File: src/rtl/rx_tlp_classifier_if.sv
// TLP byte stream from the data link layer into the VC0 receive classifier.
// The master modport is the byte source; the slave modport is the classifier.
interface rx_tlp_classifier_if #(
    parameter int DATA_WIDTH = 8
);
    logic                  in_valid;
    logic                  in_sop;
    logic                  in_eop;
    logic [DATA_WIDTH-1:0] in_data;
    logic                  in_ready;

    modport master (output in_valid, in_sop, in_eop, in_data, input in_ready);
    modport slave  (input in_valid, in_sop, in_eop, in_data, output in_ready);
endinterface

File: src/rtl/rx_tlp_classifier.sv
// Steers received TLP bytes into the VC0 PH/PD/NPH/NPD/CH/CD buffers and drops bad TLPs.
// Define RX_FC_CREDIT_CNT_EN to add the received-credit counter outputs.
module rx_tlp_classifier #(
    parameter int DATA_WIDTH        = 8,   // only 8 is supported
    parameter int MAX_PAYLOAD_BYTES = 512
) (
    input  logic                  clk,
    input  logic                  rst,
    rx_tlp_classifier_if.slave    s_in,
    output logic [DATA_WIDTH-1:0] out_data,
    output logic                  ph_wr_en,
    output logic                  pd_wr_en,
    output logic                  nph_wr_en,
    output logic                  npd_wr_en,
    output logic                  ch_wr_en,
    output logic                  cd_wr_en,
    input  logic                  ph_full,
    input  logic                  pd_full,
    input  logic                  nph_full,
    input  logic                  npd_full,
    input  logic                  ch_full,
    input  logic                  cd_full,
    output logic                  err_unsup,
    output logic                  err_len,
    output logic                  err_framing,
    output logic                  busy
`ifdef RX_FC_CREDIT_CNT_EN
    ,
    output logic [7:0]            ph_cr_rcvd,
    output logic [7:0]            nph_cr_rcvd,
    output logic [7:0]            ch_cr_rcvd,
    output logic [11:0]           pd_cr_rcvd,
    output logic [11:0]           npd_cr_rcvd,
    output logic [11:0]           cd_cr_rcvd
`endif
);
    localparam logic [1:0] ST_IDLE = 2'd0;
    localparam logic [1:0] ST_HDR  = 2'd1;
    localparam logic [1:0] ST_DATA = 2'd2;
    localparam logic [1:0] ST_DROP = 2'd3;

    localparam logic [1:0] CLS_P  = 2'd0;
    localparam logic [1:0] CLS_NP = 2'd1;
    localparam logic [1:0] CLS_C  = 2'd2;

    localparam logic [13:0] MAX_PL = 14'(MAX_PAYLOAD_BYTES);

    logic [1:0]  r_state, w_state_next;
    logic [1:0]  r_cls, w_cls_next;
    logic        r_has_data, w_has_data_next;
    logic        r_hdr4dw, w_hdr4dw_next;
    logic [4:0]  r_hdr_cnt, w_hdr_cnt_next;
    logic [12:0] r_data_cnt, w_data_cnt_next;
    logic [9:0]  r_len, w_len_next;

    logic        w_dec_ok;
    logic [1:0]  w_dec_cls;
    logic [5:0]  w_tgt, w_full, w_wr;
    logic        w_accept, w_done;
    logic        w_err_unsup, w_err_len, w_err_framing;
    logic [4:0]  w_hdr_last_idx;
    logic [10:0] w_len_dw;
    logic [12:0] w_payload;
    logic        w_oversize;

    // Fmt/Type decode of the byte currently on the bus (only meaningful on a sop byte).
    always_comb begin
        w_dec_ok  = 1'b0;
        w_dec_cls = CLS_P;
        if (s_in.in_data[4:0] == 5'h00) begin
            w_dec_ok  = !s_in.in_data[7];
            w_dec_cls = s_in.in_data[6] ? CLS_P : CLS_NP;
        end else if (s_in.in_data[4:0] == 5'h02 || s_in.in_data[4:0] == 5'h04 ||
                     s_in.in_data[4:0] == 5'h05) begin
            w_dec_ok  = (s_in.in_data[7:5] == 3'd0) || (s_in.in_data[7:5] == 3'd2);
            w_dec_cls = CLS_NP;
        end else if (s_in.in_data[4:3] == 2'b10) begin
            w_dec_ok  = (s_in.in_data[7:5] == 3'd1) || (s_in.in_data[7:5] == 3'd3);
            w_dec_cls = CLS_P;
        end else if (s_in.in_data[4:0] == 5'h0A) begin
            w_dec_ok  = (s_in.in_data[7:5] == 3'd0) || (s_in.in_data[7:5] == 3'd2);
            w_dec_cls = CLS_C;
        end
    end

    // Buffer index: 2*class for the header buffer, 2*class+1 for the data buffer.
    always_comb begin
        w_tgt = 6'b0;
        if (s_in.in_sop) begin
            if (w_dec_ok) w_tgt = 6'b000001 << {w_dec_cls, 1'b0};
        end else if (r_state == ST_HDR) begin
            w_tgt = 6'b000001 << {r_cls, 1'b0};
        end else if (r_state == ST_DATA) begin
            w_tgt = 6'b000010 << {r_cls, 1'b0};
        end
    end

    assign w_full        = {cd_full, ch_full, npd_full, nph_full, pd_full, ph_full};
    assign s_in.in_ready = !rst && ((w_tgt & w_full) == 6'b0);
    assign w_accept      = s_in.in_valid && s_in.in_ready;
    assign out_data      = s_in.in_data;

    for (genvar gi = 0; gi < 6; gi++) begin : g_wr
        assign w_wr[gi] = w_accept && w_tgt[gi];
    end
    assign {cd_wr_en, ch_wr_en, npd_wr_en, nph_wr_en, pd_wr_en, ph_wr_en} = w_wr;

    assign w_hdr_last_idx = r_hdr4dw ? 5'd15 : 5'd11;
    assign w_len_dw       = (r_len == 10'd0) ? 11'd1024 : {1'b0, r_len};
    assign w_payload      = {w_len_dw, 2'b00};
    assign w_oversize     = {1'b0, w_payload} > MAX_PL;

    always_comb begin
        w_state_next    = r_state;
        w_cls_next      = r_cls;
        w_has_data_next = r_has_data;
        w_hdr4dw_next   = r_hdr4dw;
        w_hdr_cnt_next  = r_hdr_cnt;
        w_data_cnt_next = r_data_cnt;
        w_len_next      = r_len;
        w_err_unsup     = 1'b0;
        w_err_len       = 1'b0;
        w_err_framing   = 1'b0;
        w_done          = 1'b0;
        if (w_accept) begin
            if (s_in.in_sop) begin
                // A sop always restarts decoding, abandoning whatever was in flight.
                w_err_framing   = (r_state != ST_IDLE);
                w_cls_next      = w_dec_cls;
                w_has_data_next = s_in.in_data[6];
                w_hdr4dw_next   = s_in.in_data[5];
                w_hdr_cnt_next  = 5'd1;
                w_len_next      = 10'd0;
                if (!w_dec_ok) begin
                    w_err_unsup  = 1'b1;
                    w_state_next = s_in.in_eop ? ST_IDLE : ST_DROP;
                end else if (s_in.in_eop) begin
                    w_err_len    = 1'b1;
                    w_state_next = ST_IDLE;
                end else begin
                    w_state_next = ST_HDR;
                end
            end else begin
                case (r_state)
                    ST_IDLE: w_err_framing = 1'b1;
                    ST_HDR: begin
                        w_hdr_cnt_next = r_hdr_cnt + 5'd1;
                        if (r_hdr_cnt == 5'd2) w_len_next[9:8] = s_in.in_data[1:0];
                        if (r_hdr_cnt == 5'd3) w_len_next[7:0] = s_in.in_data[7:0];
                        if (r_hdr_cnt == w_hdr_last_idx) begin
                            if (!r_has_data) begin
                                w_done       = s_in.in_eop;
                                w_err_len    = !s_in.in_eop;
                                w_state_next = s_in.in_eop ? ST_IDLE : ST_DROP;
                            end else if (s_in.in_eop || w_oversize) begin
                                w_err_len    = 1'b1;
                                w_state_next = s_in.in_eop ? ST_IDLE : ST_DROP;
                            end else begin
                                w_state_next    = ST_DATA;
                                w_data_cnt_next = w_payload;
                            end
                        end else if (s_in.in_eop) begin
                            w_err_len    = 1'b1;
                            w_state_next = ST_IDLE;
                        end
                    end
                    ST_DATA: begin
                        w_data_cnt_next = r_data_cnt - 13'd1;
                        if (r_data_cnt == 13'd1) begin
                            w_done       = s_in.in_eop;
                            w_err_len    = !s_in.in_eop;
                            w_state_next = s_in.in_eop ? ST_IDLE : ST_DROP;
                        end else if (s_in.in_eop) begin
                            w_err_len    = 1'b1;
                            w_state_next = ST_IDLE;
                        end
                    end
                    default: if (s_in.in_eop) w_state_next = ST_IDLE;
                endcase
            end
        end
    end

    always_ff @(posedge clk) begin
        if (rst) begin
            r_state    <= ST_IDLE;
            r_cls      <= CLS_P;
            r_has_data <= 1'b0;
            r_hdr4dw   <= 1'b0;
            r_hdr_cnt  <= 5'd0;
            r_data_cnt <= 13'd0;
            r_len      <= 10'd0;
        end else begin
            r_state    <= w_state_next;
            r_cls      <= w_cls_next;
            r_has_data <= w_has_data_next;
            r_hdr4dw   <= w_hdr4dw_next;
            r_hdr_cnt  <= w_hdr_cnt_next;
            r_data_cnt <= w_data_cnt_next;
            r_len      <= w_len_next;
        end
    end

    assign err_unsup   = w_err_unsup;
    assign err_len     = w_err_len;
    assign err_framing = w_err_framing;
    assign busy        = (r_state != ST_IDLE);

`ifdef RX_FC_CREDIT_CNT_EN
    logic [10:0] w_len_dw_p3;
    logic [8:0]  w_data_cr;
    assign w_len_dw_p3 = w_len_dw + 11'd3;
    assign w_data_cr   = w_len_dw_p3[10:2];

    always_ff @(posedge clk) begin
        if (rst) begin
            ph_cr_rcvd  <= 8'd0;
            nph_cr_rcvd <= 8'd0;
            ch_cr_rcvd  <= 8'd0;
            pd_cr_rcvd  <= 12'd0;
            npd_cr_rcvd <= 12'd0;
            cd_cr_rcvd  <= 12'd0;
        end else if (w_done) begin
            case (r_cls)
                CLS_P: begin
                    ph_cr_rcvd <= ph_cr_rcvd + 8'd1;
                    if (r_has_data) pd_cr_rcvd <= pd_cr_rcvd + {3'b0, w_data_cr};
                end
                CLS_NP: begin
                    nph_cr_rcvd <= nph_cr_rcvd + 8'd1;
                    if (r_has_data) npd_cr_rcvd <= npd_cr_rcvd + {3'b0, w_data_cr};
                end
                default: begin
                    ch_cr_rcvd <= ch_cr_rcvd + 8'd1;
                    if (r_has_data) cd_cr_rcvd <= cd_cr_rcvd + {3'b0, w_data_cr};
                end
            endcase
        end
    end
`endif
endmodule

File: src/flat_wrapper.sv
// flat-port wrapper written by rule: the top's interface ports become plain ports
module rx_tlp_classifier_flat 
#(
    parameter int DATA_WIDTH        = 8,                         
    parameter int MAX_PAYLOAD_BYTES = 512
)
  (clk, rst, out_data, ph_wr_en, pd_wr_en, nph_wr_en, npd_wr_en, ch_wr_en, cd_wr_en, ph_full, pd_full, nph_full, npd_full, ch_full, cd_full, err_unsup, err_len, err_framing, busy, s_in_in_valid, s_in_in_sop, s_in_in_eop, s_in_in_data, s_in_in_ready);
  rx_tlp_classifier_if #(.DATA_WIDTH(DATA_WIDTH)) s_in_i ();
  input  logic clk;
  input  logic rst;
  output logic [DATA_WIDTH-1:0] out_data;
  output logic ph_wr_en;
  output logic pd_wr_en;
  output logic nph_wr_en;
  output logic npd_wr_en;
  output logic ch_wr_en;
  output logic cd_wr_en;
  input  logic ph_full;
  input  logic pd_full;
  input  logic nph_full;
  input  logic npd_full;
  input  logic ch_full;
  input  logic cd_full;
  output logic err_unsup;
  output logic err_len;
  output logic err_framing;
  output logic busy;
  input wire logic [$bits(s_in_i.in_valid)-1:0] s_in_in_valid;
  input wire logic [$bits(s_in_i.in_sop)-1:0] s_in_in_sop;
  input wire logic [$bits(s_in_i.in_eop)-1:0] s_in_in_eop;
  input wire logic [$bits(s_in_i.in_data)-1:0] s_in_in_data;
  output wire logic [$bits(s_in_i.in_ready)-1:0] s_in_in_ready;
  assign s_in_i.in_valid = s_in_in_valid;
  assign s_in_i.in_sop = s_in_in_sop;
  assign s_in_i.in_eop = s_in_in_eop;
  assign s_in_i.in_data = s_in_in_data;
  assign s_in_in_ready = s_in_i.in_ready;
  rx_tlp_classifier #(.DATA_WIDTH(DATA_WIDTH), .MAX_PAYLOAD_BYTES(MAX_PAYLOAD_BYTES)) u_core (.clk(clk), .rst(rst), .s_in(s_in_i), .out_data(out_data), .ph_wr_en(ph_wr_en), .pd_wr_en(pd_wr_en), .nph_wr_en(nph_wr_en), .npd_wr_en(npd_wr_en), .ch_wr_en(ch_wr_en), .cd_wr_en(cd_wr_en), .ph_full(ph_full), .pd_full(pd_full), .nph_full(nph_full), .npd_full(npd_full), .ch_full(ch_full), .cd_full(cd_full), .err_unsup(err_unsup), .err_len(err_len), .err_framing(err_framing), .busy(busy));
endmodule
File: config.mk
export PLATFORM = sky130hd
export DESIGN_NAME = rx_tlp_classifier_flat
export DESIGN_NICKNAME = d
export VERILOG_FILES = /design/src/rtl/rx_tlp_classifier_if.sv /design/src/rtl/rx_tlp_classifier.sv /design/src/flat_wrapper.sv
export SDC_FILE = /design/constraint.sdc
export NUM_CORES = 1
export LEC_CHECK = 0
export CAP_MARGIN = 30
export CORE_AREA = 4 4 82 84
export DETAILED_ROUTE_END_ITERATION = 8
export DIE_AREA = 0 0 86 88
export PLACE_DENSITY = 0.67
export SLEW_MARGIN = 20
export SYNTH_ARGS = -nofsm -noshare
export SYNTH_HDL_FRONTEND = slang
export SYNTH_SLANG_ARGS = --single-unit
export TNS_END_PERCENT = 5
File: constraint.sdc
create_clock -name clk -period 3.1 [get_ports clk]
set_clock_uncertainty 0.2 [all_clocks]
set_input_delay 0.31 -clock clk [delete_from_list [all_inputs] [get_ports clk]]
set_output_delay 0.31 -clock clk [all_outputs]
set_load 0.05 [all_outputs]
# == Word-level counts from Yosys, hierarchy flattened ==
# Cells that the tools add are included.
# op_classes
muxes,50
n_shift,3
n_reduce_logical,32
n_lt_le_gt_ge,1
eq_ne,18
bitwise_logic,2
add_sub_neg,2
# ops
operator,count
13-bit two-way mux,3
2-bit two-way mux,13
13-bit case mux with 2 select lines,1
6-bit two-way mux,4
1-bit two-way mux,20
10-bit two-way mux,2
"5-bit by 2-bit == test with 1-bit output, second input constant",3
"13-bit by 1-bit == test with 1-bit output, second input constant",1
"13-bit by 10-bit > comparator with 1-bit output, second input constant",1
"13-bit by 1-bit subtractor with 13-bit output, second input constant",1
"1-bit by 3-bit left shift with 6-bit output, first input constant",2
11-bit two-way mux,1
"5-bit by 3-bit == test with 1-bit output, second input constant",2
10-bit zero test,1
5-bit two-way mux,2
2-bit nonzero test,5
1-bit logical AND,8
8-bit two-way mux,1
6-bit bitwise AND,1
"3-bit by 2-bit == test with 1-bit output, second input constant",2
6-bit zero test,1
"2-bit inequality test, second input constant",3
2-bit case mux with 3 select lines,1
2-bit AND reduction,3
18 further kinds,26
# totals
in_bits,19
regBits,34
word_cells,116

# == Depth between registers and ports, before layout ==
# logic_depth
word_depth,13
ltp_mapped,11
ltp_nobuf,8

# == Least setup slack after synthesis ==
# No wires, ideal clock.
# synth_path
kind,reg-to-output
from,reg u_core.r_state[1]
to,out ph_wr_en
path_buffers,2
path_stages_with_launch,10
path_slack_ns,-0.367
arrival_time_ns,2.957
required_time_ns,2.590
path_cell_list,dfxtp_1 -> inv_1 -> ha_1 -> buf_2 -> nor2b_1 -> a31oi_1 -> o211a_1 -> buf_2 -> nand3_1 -> a211oi_1
# synth_between
elab_chain_cells,9
word_cells_on_any_way,10
classes_between,eq/ne: 2; mux: 3; bitwise: 1; reduce/logical: 4
# synth_rtl
element,line,rtl
from (decl),rx_tlp_classifier.sv:48,"logic [1:0] r_state, w_state_next;"
from (signal assigned),rx_tlp_classifier.sv:194,r_state <= w_state_next;
2-bit == test,rx_tlp_classifier.sv:93,end else if (r_state == ST_DATA) begin
6-bit two-way mux,rx_tlp_classifier.sv:93,
6-bit two-way mux (*),rx_tlp_classifier.sv:91,end else if (r_state == ST_HDR) begin
6-bit two-way mux (*),rx_tlp_classifier.sv:89,if (s_in.in_sop) begin
6-bit bitwise AND,rx_tlp_classifier.sv:99,assign s_in.in_ready = !rst && ((w_tgt & w_full) == 6'b0);
6-bit zero test,rx_tlp_classifier.sv:99,
1-bit logical AND,rx_tlp_classifier.sv:99,
1-bit logical AND,rx_tlp_classifier.sv:100,assign w_accept = s_in.in_valid && s_in.in_ready;
1-bit logical AND (*),rx_tlp_classifier.sv:104,assign w_wr[gi] = w_accept && w_tgt[gi];
to (decl),flat_wrapper.sv:12,output logic ph_wr_en;
# Every way passes the cells marked *; elsewhere a longest branch is shown, timed or not.

# == Worst setup path after layout ==
# layout_path
from,reg u_core.r_state[0]
to,out s_in_in_ready
# layout_between
elab_chain_cells,7
word_cells_on_any_way,8
classes_between,eq/ne: 2; mux: 3; bitwise: 1; reduce/logical: 2
# layout_rtl
element,line,rtl
2-bit == test,rx_tlp_classifier.sv:93,
6-bit two-way mux,rx_tlp_classifier.sv:93,
6-bit two-way mux (*),rx_tlp_classifier.sv:91,
6-bit two-way mux (*),rx_tlp_classifier.sv:89,
6-bit bitwise AND (*),rx_tlp_classifier.sv:99,
6-bit zero test (*),rx_tlp_classifier.sv:99,
1-bit logical AND (*),rx_tlp_classifier.sv:99,
to (decl),flat_wrapper.sv:32,output wire logic [$bits(s_in_i.in_ready)-1:0] s_in_in_ready;
# Marked as above.

==> out/results.ini <==
[floorplanning]
die-width_um = 86
die_h_um = 88
pin_count = 38
start_util_pct = 43.9
die_area_um2 = 7570
core.rowCount = 28
coreArea_um2 = 5920

[global_route]
grt_max_degree = 35
grt_usage_pct = 21.6
grt_pass1_vias = 2605
antenna_found_initial = 0
grt_pass1_wl_um = 13100
overflow = 0

[placement]
post-place-ws_ns = 0.120
dp_cells = 457
hpwl_um = 5820
gp_congestion = 0.866
io_buffers = 37

[timing]
post-route-min-period_ns = 3.09
timing.fmax_mhz = 324
tightest_slew_ns = 0.808
setup_viol = 0
hold_ws_ns = 0.284
drv_slew = 0
setup_slack_ns = 0.00949
hold_violations = 0
setup_tns_ns = 0
slew-limit-headroom_pct = 45.7
post-route-period-util_pct = 99.7
rsz0062_at_grt = yes

[clocking]
cts_max_level = 2
numCtsBuffers = 5
cts_tree = built
cts_sinks = 34
cts_setup_buffers = 0
clk-insertion-delay-late_ns = 0.29
cts-root-buf = clkbuf_8
cts.path.max_buffers = 2
cts.reportedPaths.clkPinSlew_ns = 0.08

[logic_synthesis]
synth_area_leaders = dfxtp_1, o21ai_0, nand3_1, a21oi_1, ha_1
ys_seq_area_share_pct = 26.2
yosysMostFrequentCell = o21ai_0
async_reset_ff_share_pct = 0
ys.flop_type = dfxtp_1
yosys_warnings = 0
yosys_register_bits = 34
netlist_instances = 350
synthDominantCellAreaShare_pct = 26.2
synth_area_um2 = 2600
synth_area_per_cell_um2 = 7.43
syn_nets = 377
ys_types = 61
synth_area_leader_cell = dfxtp_1
ys_top_cells_by_count = o21ai_0, dfxtp_1, nand3_1, a21oi_1, nand2_1
synth_edf_count = 0

[critical_path]
path_class = reg -> out
cp_max_fo = 16
critPathCaptureType = output port
critPathArrivalTime_ns = 2.58
cp-start-kind = flop
required_ns = 2.59

[job]
max_cap_viol_count = 0

[layout]
nFillCells = 594
antenna_cells = 0
drive_above_1_share_pct = 14.9
stdcell_count = 465
area_growth_pct = 26.3
num-nets-final = 416

[run_status]
outcome = completed

[power_and_ir_drop]
p_sw_share_pct = 31.9
combinationalPowerShare_pct = 23.5
ir_worst_vdd_uv = 153
p_sw_uw = 338
p_seq_share_pct = 42.2
internal_power_uw = 721
p_leak_nw = 1.18
power_frac_clock_pct = 34.3
power-per-cell-area_nw_per_um2 = 323
total_power_mw = 1.06

[detailed_routing]
first_pass_iters = 5
initialDrtViolationCount = 306
vias = 2852
wl_um = 7860
routedWlPerCell_um = 16.9
postRouteAntennaNets = 0
drc = 0
drt-vias-per-instance = 6.13

[hold_path]
hp-class = reg -> reg

state kept, by name, summed over array words and instances, names as in the netlist:
name,count
u_core.r_hdr4dw,1
u_core.r_state,2
u_core.r_len,10
u_core.r_has_data,1
u_core.r_hdr_cnt,5
u_core.r_data_cnt,13
u_core.r_cls,2
worst max-delay path: stages, from the launching register on:
cell      delay (ns)
dfxtp_1         0.45
ha_4            0.21
nand2b_4        0.07
or3_1           0.35
a311o_2         0.42
a21o_1          0.22
buf_4           0.20
and2_1          0.20
buf_12          0.15
cells in the final DEF, fill, tap and decap left out, types with 6 or more instances in the layout:
master / n
nor2b_1: 9
clkbuf_8: 6
inv_1: 17
o31ai_1: 8
ha_1: 7
dfxtp_1: 34
nor2_1: 18
buf_12: 8
and3_1: 7
nand3_1: 28
clkdlybuf4s50_1: 27
nand2_1: 26
o21ai_0: 35
a21oi_1: 26
a31oi_1: 7
nand4_1: 12
buf_4: 27
power groups by stage:
stage	logic, mW	registers [mW]	clock network (mW)
floorplan	0.150	0.455	0
global placement	0.242	0.457	0
detailed placement	0.244	0.457	0
CTS	0.245	0.447	0.361
global route	0.268	0.448	0.382
finish	0.249	0.447	0.363
per-stage QoR:
| step | cell area (µm²) | util [%] |
|---|---|---|
| floorplan | 2610 | - |
| global route | 3280 | 55.5 |
| global placement | 3170 | 53.5 |
| CTS | 3270 | 55.2 |
| finish | 3280 | 55.5 |
| detailed placement | 3170 | 53.5 |
layout make-up:
type / instances / area (µm²) / share of cell area (%)
multi-input cells: 268 / 1710 / 52.2
clock inverters: 2 / 12.5 / 0.381
clock buffers: 6 / 82.6 / 2.52
flip-flops and latches: 34 / 681 / 20.7
well taps: 75 / 93.8 / 2.86
inverters: 18 / 67.6 / 2.06
repair buffers: 62 / 633 / 19.3
logic make-up after synthesis:
group           after synthesis  share of synthesized area (%)
mux                           5                           1.93
compound gates              116                           29.1
xor+xnor                      1                          0.337
simple gates                138                           29.6
buf+inv                      48                           9.00
flops                        34                           26.2
fa+ha+maj                     8                           3.85
per-layer routing:
metal	wire [µm]	part of all wire, %	vias up	track usage, %
li1	-	-	1385	-
met1	3630	46	1341	30.2
met2	3620	46	118	33.9
met3	507	6.5	8	3.95
met4	96	1.2	0	6.33
met5	0	0	-	0
what timing repair did:
action / 4_1_cts / 5_1_grt
pin swaps: 0 / 0
endpoints found under the setup margin: 6 / 8
resized for setup: 2 / 2
hold buffers: 0 / 0
worst paths after layout:
kind | from | endpoint | slack [ns] | depth (start not counted)
max | u_core.r_state[0]$_SDFFE_PP0P_ | s_in_in_ready | 0.009 | 8
max reg2reg | u_core.r_state[1]$_SDFFE_PP0P_ | u_core.r_len[8]$_SDFFE_PP0P_ | 0.33 | 10
min | u_core.r_hdr_cnt[4]$_SDFFE_PP0P_ | u_core.r_hdr_cnt[4]$_SDFFE_PP0P_ | 0.28 | 1
min reg2reg | u_core.r_hdr_cnt[4]$_SDFFE_PP0P_ | u_core.r_hdr_cnt[4]$_SDFFE_PP0P_ | 0.28 | 1
No activity file was read; power rests on OpenSTA's default activity.
